File: config.mk
export PLATFORM = sky130hd
export DESIGN_NAME = hero_write_rx
export DESIGN_NICKNAME = d
export VERILOG_FILES = /design/src/rtl/hero_write_rx_pkg.sv /design/src/rtl/hero_rx_fifo.sv /design/src/rtl/hero_write_rx.sv
export SDC_FILE = /design/constraint.sdc
export NUM_CORES = 1
export LEC_CHECK = 0
export ABC_AREA = 1
export BUFFER_PORTS_ARGS = -buffer_cell sky130_fd_sc_hd__buf_4
export CORE_MARGIN = 2
export CORE_UTILIZATION = 50
export DETAILED_ROUTE_END_ITERATION = 8
export GPL_TIMING_DRIVEN = 0
export PLACE_DENSITY_LB_ADDON = 0.15
export RECOVER_POWER = 25
export SLEW_MARGIN = 20
export SYNTH_ARGS = -nofsm -noshare
export SYNTH_HDL_FRONTEND = slang
export SYNTH_SLANG_ARGS = --single-unit
export TNS_END_PERCENT = 10
File: constraint.sdc
create_clock -name clk -period 12 [get_ports clk]
set_input_delay 0.6 -clock clk [delete_from_list [all_inputs] [get_ports clk]]
set_output_delay 0.6 -clock clk [all_outputs]
set_load 0.02 [all_outputs]
File: src/rtl/hero_write_rx_pkg.sv
// Shared types for the hero write bus and its receiving end.
package hero_write_rx_pkg;

  localparam int HERO_WIDTH        = 64;
  localparam int HERO_RX_MAX_BEATS = 16;

  typedef enum logic [1:0] {
    CYCLE_TYPE_IDLE  = 2'd0,
    CYCLE_TYPE_VALID = 2'd1,
    CYCLE_TYPE_DONE  = 2'd2,
    CYCLE_TYPE_RSVD  = 2'd3
  } cycle_type_e;

  typedef struct packed {
    cycle_type_e           cycle_type;
    logic [HERO_WIDTH-1:0] wdat;
    logic                  clk_en;
    logic [3:0]            another_type_reference;
  } hero_write_t;

  typedef enum logic [1:0] {IDLE, IN_TXN, DROP} HERO_RX_STATE_E;

  typedef struct packed {
    logic                  abort;
    logic                  sop;
    logic                  eop;
    logic [HERO_WIDTH-1:0] data;
  } hero_rx_entry_t;

  // Truncation marker closing a transaction that lost beats.
  function automatic hero_rx_entry_t hero_rx_abort_entry();
    hero_rx_entry_t e;
    e       = '0;
    e.abort = 1'b1;
    e.eop   = 1'b1;
    return e;
  endfunction

endpackage

File: src/rtl/hero_rx_fifo.sv
// Synchronous FIFO of hero_rx_entry_t; full is based on the registered count only.
module hero_rx_fifo
  import hero_write_rx_pkg::*;
#(
  parameter  int DEPTH = 8,
  localparam int AW    = $clog2(DEPTH)
) (
  input  logic           clk,
  input  logic           rst,
  input  logic           i_push,
  input  hero_rx_entry_t i_entry,
  input  logic           i_pop,
  output hero_rx_entry_t o_head,
  output logic           o_full,
  output logic           o_empty,
  output logic [AW:0]    o_count
);

  hero_rx_entry_t r_mem [DEPTH];
  logic [AW-1:0]  r_wr_ptr;
  logic [AW-1:0]  r_rd_ptr;
  logic [AW:0]    r_count;
  logic           w_do_push;
  logic           w_do_pop;

  assign o_full    = (r_count == (AW+1)'(DEPTH));
  assign o_empty   = (r_count == '0);
  assign o_count   = r_count;
  assign w_do_push = i_push && !o_full;
  assign w_do_pop  = i_pop && !o_empty;
  assign o_head    = o_empty ? '0 : r_mem[r_rd_ptr];

  // NOTE: the storage array is not reset; the head is forced to zero while empty instead.
  always_ff @(posedge clk) begin
    if (w_do_push) r_mem[r_wr_ptr] <= i_entry;
  end

  always_ff @(posedge clk or posedge rst) begin
    if (rst) begin
      r_wr_ptr <= '0;
      r_rd_ptr <= '0;
      r_count  <= '0;
    end else begin
      if (w_do_push) r_wr_ptr <= r_wr_ptr + 1'b1;
      if (w_do_pop)  r_rd_ptr <= r_rd_ptr + 1'b1;
      r_count <= r_count + (AW+1)'(w_do_push) - (AW+1)'(w_do_pop);
    end
  end

endmodule

File: src/rtl/hero_write_rx.sv
// Hero write bus receiver: frames beats into sop/eop transactions, detects
// overflow and over-long transactions, and closes damaged ones with an abort marker.
module hero_write_rx
  import hero_write_rx_pkg::*;
#(
  parameter int FIFO_DEPTH = 8,
  parameter int MAX_BEATS  = HERO_RX_MAX_BEATS,
  parameter int CNT_W      = 16
) (
  input  logic                  clk,
  input  logic                  rst,
  input  hero_write_t           hero_wr_i,
  output logic                  out_valid,
  input  logic                  out_ready,
  output logic [HERO_WIDTH-1:0] out_data,
  output logic                  out_sop,
  output logic                  out_eop,
  output logic                  out_abort,
  output logic [CNT_W-1:0]      txn_count,
  output logic                  err_overflow,
  output logic                  err_protocol,
  input  logic                  err_clr
);

  localparam int BEAT_W = $clog2(MAX_BEATS + 1);
  localparam int FCNT_W = $clog2(FIFO_DEPTH) + 1;

  HERO_RX_STATE_E    r_state, w_state_nxt;
  logic [BEAT_W-1:0] r_beat_cnt, w_beat_cnt_nxt;
  logic              r_pend_abort, w_pend_nxt;
  logic              w_qual, w_done, w_full, w_empty;
  logic              w_push, w_set_ovf, w_set_proto, w_txn_inc;
  hero_rx_entry_t    w_push_entry, w_head;
  logic [FCNT_W-1:0] w_fifo_count;
  logic              w_unused;

  assign w_qual   = hero_wr_i.clk_en && (hero_wr_i.cycle_type != CYCLE_TYPE_IDLE);
  assign w_done   = (hero_wr_i.cycle_type == CYCLE_TYPE_DONE);
  assign w_unused = ^{hero_wr_i.another_type_reference, w_fifo_count};

  hero_rx_fifo #(.DEPTH(FIFO_DEPTH)) u_fifo (
    .clk     (clk),
    .rst     (rst),
    .i_push  (w_push),
    .i_entry (w_push_entry),
    .i_pop   (out_ready),
    .o_head  (w_head),
    .o_full  (w_full),
    .o_empty (w_empty),
    .o_count (w_fifo_count)
  );

  // NOTE: every signal gets a default before the branches so no latch is inferred.
  always_comb begin
    w_state_nxt    = r_state;
    w_beat_cnt_nxt = r_beat_cnt;
    w_pend_nxt     = r_pend_abort;
    w_push         = 1'b0;
    w_push_entry   = '0;
    w_set_ovf      = 1'b0;
    w_set_proto    = 1'b0;

    // A pending marker owns the push slot; a pending flag implies IDLE or DROP.
    if (r_pend_abort && !w_full) begin
      w_push       = 1'b1;
      w_push_entry = hero_rx_abort_entry();
      w_pend_nxt   = 1'b0;
    end

    if (w_qual) begin
      case (r_state)
        IDLE: begin
          if (w_full || r_pend_abort) begin
            w_set_ovf = 1'b1;
            if (!w_done) w_state_nxt = DROP;
          end else begin
            w_push       = 1'b1;
            w_push_entry = '{abort: 1'b0, sop: 1'b1, eop: w_done, data: hero_wr_i.wdat};
            if (!w_done) begin
              w_state_nxt    = IN_TXN;
              w_beat_cnt_nxt = BEAT_W'(1);
            end
          end
        end
        IN_TXN: begin
          if (r_beat_cnt == BEAT_W'(MAX_BEATS)) begin
            w_set_proto = 1'b1;
            if (!w_full) begin
              w_push       = 1'b1;
              w_push_entry = hero_rx_abort_entry();
            end else begin
              w_pend_nxt = 1'b1;
            end
            w_state_nxt = w_done ? IDLE : DROP;
          end else if (w_full) begin
            w_set_ovf   = 1'b1;
            w_pend_nxt  = 1'b1;
            w_state_nxt = w_done ? IDLE : DROP;
          end else begin
            w_push         = 1'b1;
            w_push_entry   = '{abort: 1'b0, sop: 1'b0, eop: w_done, data: hero_wr_i.wdat};
            w_beat_cnt_nxt = r_beat_cnt + 1'b1;
            if (w_done) w_state_nxt = IDLE;
          end
        end
        DROP: begin
          if (w_done) w_state_nxt = IDLE;
        end
        default: w_state_nxt = IDLE;
      endcase
    end

    w_txn_inc = w_push && w_push_entry.eop && !w_push_entry.abort;
  end

  // NOTE: sequential state uses non-blocking assignments so all registers update together.
  always_ff @(posedge clk or posedge rst) begin
    if (rst) begin
      r_state      <= IDLE;
      r_beat_cnt   <= '0;
      r_pend_abort <= 1'b0;
      txn_count    <= '0;
      err_overflow <= 1'b0;
      err_protocol <= 1'b0;
    end else begin
      r_state      <= w_state_nxt;
      r_beat_cnt   <= w_beat_cnt_nxt;
      r_pend_abort <= w_pend_nxt;
      if (w_txn_inc) txn_count <= txn_count + 1'b1;
      // A new error in the clearing cycle stays visible.
      err_overflow <= w_set_ovf   || (err_overflow && !err_clr);
      err_protocol <= w_set_proto || (err_protocol && !err_clr);
    end
  end

  assign out_valid = !w_empty;
  assign out_data  = w_head.data;
  assign out_sop   = w_head.sop;
  assign out_eop   = w_head.eop;
  assign out_abort = w_head.abort;

endmodule
==> results_dict.tcl, run 1 <==
set metrics [dict create \
    cts_buffers 58 \
    row_count 79 \
    grt_pass1_vias 15900 \
    grt_overflow_total 0 \
    gp_congestion 0.799 \
    worst_setup_path_start_kind "flop" \
    crit_path_end_kind "flop" \
    worstMarginPinSlew_ns 1.66 \
    worstHoldPathType "input port to flop" \
    synth.distinct_cells 33 \
    drcViolationCount 0 \
    ff_latch_area_sq_mm 0.0170 \
    max_cap_violations 6 \
    area_delta_synth_final_pct 17.7 \
    grt.busiest_layer "met2" \
    dp_hpwl_microns 39300 \
    criticalPathCategory "flop to flop" \
    power.total_mw 7.44 \
    syn_area_sq_mm 0.0238 \
    synth_ff_type "edfxtp_1" \
    fin_skew_ns 0.0137 \
    path_max_fanout 23 \
    grt_start_max_net_pins 28 \
    hold_viol 0 \
    rsz0062_at_grt "no" \
    drt_iter0_drc 1748 \
    postCtsSetupRepairBufs 0 \
    ir_worst_vdd_mv 0.124 \
    dp.cells 2745 \
    status "complete, but fails checks" \
    design.die.area_sq_mm 0.0493 \
    wl_per_cell_microns 21.4 \
    fmax_mhz 233 \
    ioPinCount 161 \
    avgSynthCellArea_sq_um 12.2 \
    ys_ff_latch 572 \
    hold_depth 2 \
    seq_area_frac_synth_pct 71.5 \
    die_w_microns 222 \
    antenna_found_initial 1 \
    wirelength_microns 61200 \
    synthCells 1956 \
    port_buffers 156 \
    initial_core_util_pct 50.9 \
    clkTransAtPathRegs_ns 0.06 \
    vias_per_cell 5.59 \
    slew_viol_final 104 \
    grt_usage_pct 24.6 \
    p_leak_nw 10.1 \
    tns_ns 0 \
    dieHeight_microns 222 \
    async_flop_share_pct 6.29 \
    cts_sinks 572 \
    final_layout_size_suffix_gt1_share_pct 13.3 \
    grt_pass1_wl_microns 92300 \
    yosysWarnings 0 \
    critPathRequiredTime_ns 12.31 \
    finalNetCount 2286 \
    tritoncts "yes" \
    core_sq_mm 0.0468 \
    synthesis.nets 2043 \
    routed-via-count 16000 \
    clock_latency_ns 0.62 \
    fin_cells 2856 \
    multi_input_area_sq_mm 0.00594 \
    setup_viol 0 \
    met2_usage_pct 41.6 \
    min_period_ns 4.28 \
    nFillCells 3742 \
    cts_root_buffer "clkbuf_16" \
    reg2reg_depth 11 \
    htree_levels 2 \
    min_period_over_period_pct 35.7 \
    relSlewSlack_pct -10.8 \
    power_density_mw_per_mm2 266 \
    drtAntennaViolNets 0 \
    crit_arrival_ns 4.59 \
    first_pass_iters 6 \
    use_met1_pct 32.7 \
    violations "capacitance limit, slew limit" \
    cts_buffer_depth 3 \
    grt_util_met3_pct 4.23 \
    synth_edf_count 536 \
]
[area by class of cell]
class / instances / area share [%]
flip-flops and latches: 572 / 60.7
clock inverters: 31 / 0.925
plain buffers: 121 / 2.10
diodes: 1 / 0.00894
repair buffers: 183 / 5.89
multi-input cells: 1211 / 21.2
well taps: 607 / 2.71
inverters: 52 / 0.697
clock buffers: 78 / 5.75
[report_power, final]
part	switching [mW]	internal (mW)	leakage, nW	total (mW)
clock network	0.747	1.02	0.894	1.77
logic	2.09	0.980	3.78	3.07
registers	0.0684	2.53	5.44	2.60
total	2.90	4.53	10.1	7.44
[metal layers]
metal,vias to the layer above,wire (microns)
li1,7424,-
met1,7804,25200
met5,-,0
met4,0,1490
met2,646,30100
met3,93,4450
[final timing paths]
check | endpoint | slack [ns] | startpoint
min reg2reg | u_fifo.r_wr_ptr[0] | 0.53 | u_fifo.r_wr_ptr[0]
min in group asynchronous | u_fifo.o_count[1] | 0.55 | rst
min | err_protocol | 0.19 | err_clr
max reg2reg | u_fifo.r_mem[6][13] | 7.72 | u_fifo.o_count[2]
max | u_fifo.r_mem[6][13] | 7.72 | u_fifo.o_count[2]
max in group asynchronous | txn_count[0] | 9.56 | rst
[logic make-up (layout without fill, tap and decap cells)]
kind of cell,after synthesis,count (layout),synth area share (%)
and+or+nand+nor,678,678,11.2
xor gates and xnor gates,21,21,0.773
adders and majority gates,12,12,0.663
other,0,1,0
muxes,67,67,2.82
AOI/OAI and AO/OA,433,433,9.73
DFF,572,572,71.5
buffers and inverters,173,465,3.39
[placed cells by master (no fill, tap or decap), types with 11 or more instances in the layout]
master     count
buf_1         15
buf_12        13
buf_2         25
buf_4        146
clkbuf_1      99
clkbuf_16     61
clkinv_1      11
dfrtp_1       36
edfxtp_1     536
ha_1          11
inv_1         50
mux2i_1       67
nand2_1      150
nand3_1       17
nor2_1       496
o21ai_0      293
o21ai_1       51
o21bai_1      16
o22ai_1       68
xor2_1        19
[state kept, by name, summed over array words and instances (netlist names)]
| signal | count |
|---|---|
| u_fifo.r_mem | 536 |
| txn_count | 16 |
| r_beat_cnt | 5 |
| u_fifo.o_count | 4 |
| u_fifo.r_rd_ptr | 3 |
| u_fifo.r_wr_ptr | 3 |
| r_state | 2 |
| err_overflow | 1 |
| err_protocol | 1 |
| r_pend_abort | 1 |
[cells in the mapped netlist, types with 4 or more instances]
master    count  area [sq um]
xor2_1       19           166
nand3_1      16          80.1
clkbuf_1     55           206
o21ai_1      51           255
a21oi_1       4          20.0
buf_4        10          75.1
buf_1        16          60.1
nor2_1      495          1860
ha_1         11           138
inv_1        50           188
nand2_1     148           556
mux2i_1      67           671
o21ai_0     292          1460
nand2_2       6          37.5
buf_2        29           145
edfxtp_1    536         16100
o21bai_1     16           120
buf_6        11           124
o22ai_1      68           425
dfrtp_1      36           901
[per-stage QoR]
step	area, sq um	hold WS (ns)	setup WS, ns	util [%]
detailed placement	26400	0.518	8.76	56.4
global route	28000	0.181	7.38	59.9
CTS	28200	0.165	8.10	60.4
finish	28000	0.193	7.72	59.9
global placement	25700	0.508	4.12	55.0
floorplan	23800	0.482	7.29	-
[worst max-delay path: stages (launching register included)]
cell and delay [ns]:
dfrtp_1 0.32, inv_1 0.07, ha_1 0.22, nand2_1 0.17, inv_1 0.08, a21oi_1 0.52, inv_1 0.12, or2_0 0.36
nor2_1 0.44, clkbuf_1 1.16, buf_12 0.29, buf_12 0.21
[what timing repair did]
action	4_1_cts	5_1_grt
resized for setup	0	0
hold buffers	1	0
endpoints found under the hold margin	9	0
endpoints found under the setup margin	0	0
No activity file was read; power rests on OpenSTA's default activity.
==> run 2: changes to the inputs <==
Clock period 12 ns to 3.5 ns, I/O delays scaled along.
==> run 2 against run 1 <==
Compared with the run above:
- the run still ends with capacitance limit, slew limit left
- critical path type is now flop to primary output
- clock skew rose by 0.012 ns
- highest routed layer unchanged
- clock power rose to 3.1 times the previous value
- global-route usage rose by 0.094 points
- routed wire length fell by 0.88%
- worst hold slack got worse by 0.16 ns
- first-iteration DRC count fell by 14%
- sequential share of layout area barely moved
- final cell count barely moved
- sequential power rose to 3.4 times the previous value
- largest cell class unchanged
- die area did not move
- sequential cell count did not move
- critical endpoint is now out_data[56]
- clock-buffer cell count fell by 1
==> results_dict.tcl, run 2 (synthesized netlist as in run 1, its figures left out) <==
set metrics [dict create \
    fmax_mhz 298 \
    grt_start_max_net_pins 33 \
    min_period_over_period_pct 96.0 \
    setup_slack_ns 0.139 \
    seq_power_share_pct 35.6 \
    design.die.area_sq_mm 0.0493 \
    gp_congestion 0.833 \
    reg_top3 "u_fifo.r_mem x536, txn_count x16, r_beat_cnt x5" \
    hold_viol 0 \
    antenna_found_initial 0 \
    cts_buffers 57 \
    ir_worst_vdd_mv 0.464 \
    drcViolationCount 0 \
    relSlewSlack_pct -15.0 \
    grt_pass1_vias 15600 \
    routed-via-count 15900 \
    path_max_fanout 10 \
    wirelength_microns 60600 \
    layout_commonest_cell "edfxtp_1" \
    clock_latency_ns 0.61 \
    swShare_pct 39.5 \
    dp_hpwl_microns 40500 \
    status "complete, but fails checks" \
    dieHeight_microns 222 \
    wl_per_cell_microns 21.2 \
    postCtsSetupRepairBufs 0 \
    largest_register_ffs 536 \
    final_area_sq_mm 0.0280 \
    initial_core_util_pct 50.9 \
    min_period_ns 3.36 \
    worstMarginPinSlew_ns 1.72 \
    criticalPathCategory "flop to primary output" \
    fin_skew_ns 0.0255 \
    crit_path_end_kind "primary output" \
    p_int_mw 15.1 \
    clkTransAtPathRegs_ns 0.06 \
    final_layout_size_suffix_gt1_share_pct 13.2 \
    crit_arrival_ns 3.19 \
    htree_levels 2 \
    regMostFlops "u_fifo.r_mem" \
    area_delta_synth_final_pct 17.7 \
    vias_per_cell 5.56 \
    finalNetCount 2295 \
    worstHoldPathType "input port to flop" \
    power_density_mw_per_mm2 893 \
    violations "capacitance limit, slew limit" \
    layout_common_cells "edfxtp_1, nor2_1, o21ai_0" \
    worst_setup_path_start_kind "flop" \
    pwr-share-comb_pct 42.3 \
    tns_ns 0 \
    setup_viol 0 \
    placed_area_sq_mm 0.0264 \
    cts_sinks 572 \
    drtAntennaViolNets 0 \
    cts_root_buffer "clkbuf_16" \
    power_switching_mw 9.88 \
    die_w_microns 222 \
    grt_overflow_total 0 \
    rsz0062_at_grt "no" \
    tritoncts "yes" \
    slew_viol_final 44 \
    ioPinCount 161 \
    grt_usage_pct 24.7 \
    core_sq_mm 0.0468 \
    cts_buffer_depth 3 \
    grt_pass1_wl_microns 92100 \
    row_count 79 \
    drt_iter0_drc 1501 \
    whs_ns 0.0332 \
    max_cap_violations 2 \
    pwr-share-clk_pct 22.1 \
    first_pass_iters 5 \
    p_leak_nw 10.1 \
    antenna_cells 0 \
    critPathRequiredTime_ns 3.32 \
    nFillCells 3717 \
    port_buffers 156 \
    place_ws_ns 0.390 \
]
==> run 2: cell count changes in the layout (fill, tap and decap cells not counted), moves of 4 or more <==
cell and delta:
dlygate4sd3_1 +10, nor2_1 -7, buf_16 +6, clkinvlp_4 -6, nor2_2 +6, bufinv_16 -4
==> run 2: through the flow <==
step | total power [mW] | std cells | util (%)
global route | 26.4 | 2857 | 59.9
global placement | 19.3 | 2719 | 55.0
finish | 25.0 | 2857 | 59.9
floorplan | 15.3 | 1956 | -
detailed placement | 19.7 | 2745 | 56.5
CTS | 25.2 | 2857 | 60.2
==> run 2: path summary, 6_finish.rpt <==
path	to	slack [ns]	from	depth (start not counted)
max	out_data[56]	0.14	u_fifo.o_count[2]	8
min	u_fifo.r_mem[7][59]	0.03	hero_wr_i[64]	3
max reg2reg	u_fifo.r_mem[4][15]	0.27	r_state[1]	7
min reg2reg	err_overflow	0.53	err_overflow	2
max in group asynchronous	u_fifo.r_wr_ptr[2]	1.49	rst	4
min in group asynchronous	u_fifo.r_rd_ptr[0]	0.07	rst	3
==> run 2: layout make-up <==
type	count	area, sq um	area share (%)
clock buffers	77	1530	5.48
inverters	52	195	0.697
plain buffers	121	588	2.10
flip-flops and latches	572	17000	60.7
repair buffers	193	1830	6.54
multi-input cells	1211	5970	21.3
well taps	607	759	2.71
clock inverters	24	116	0.416
==> run 2: critical path, cell delays in order (launching register included) <==
cell      delay (ns)
dfrtp_1         0.32
inv_1           0.07
ha_1            0.20
nand2_1         0.43
clkbuf_1        0.49
clkbuf_1        0.46
o21ai_0         0.17
nor2_1          0.26
buf_4           0.19
==> run 2: power by group through the flow <==
| stage | logic, mW | registers, mW | clock network (mW) |
|---|---|---|---|
| final | 10.6 | 8.90 | 5.53 |
| after global routing | 11.5 | 8.96 | 5.89 |
| after CTS | 10.7 | 8.90 | 5.61 |
| after detailed placement | 10.7 | 9.03 | 0 |
| after global placement | 10.2 | 9.12 | 0 |
| after floorplan | 6.26 | 9.06 | 0 |
==> run 2: per-layer routing <==
metal	share of wire (%)	GRT usage (%)	vias up
li1	-	-	7449
met4	2.5	6.93	0
met5	0	0	-
met1	42	33.4	7736
met2	49	41.6	583
met3	6.7	3.88	103
==> run 2: timing repair <==
action                                 in CTS  in global routing
hold buffers                               11                  0
setup endpoints to repair                   0                  1
resized for setup                           0                  2
endpoints found under the hold margin      71                  0
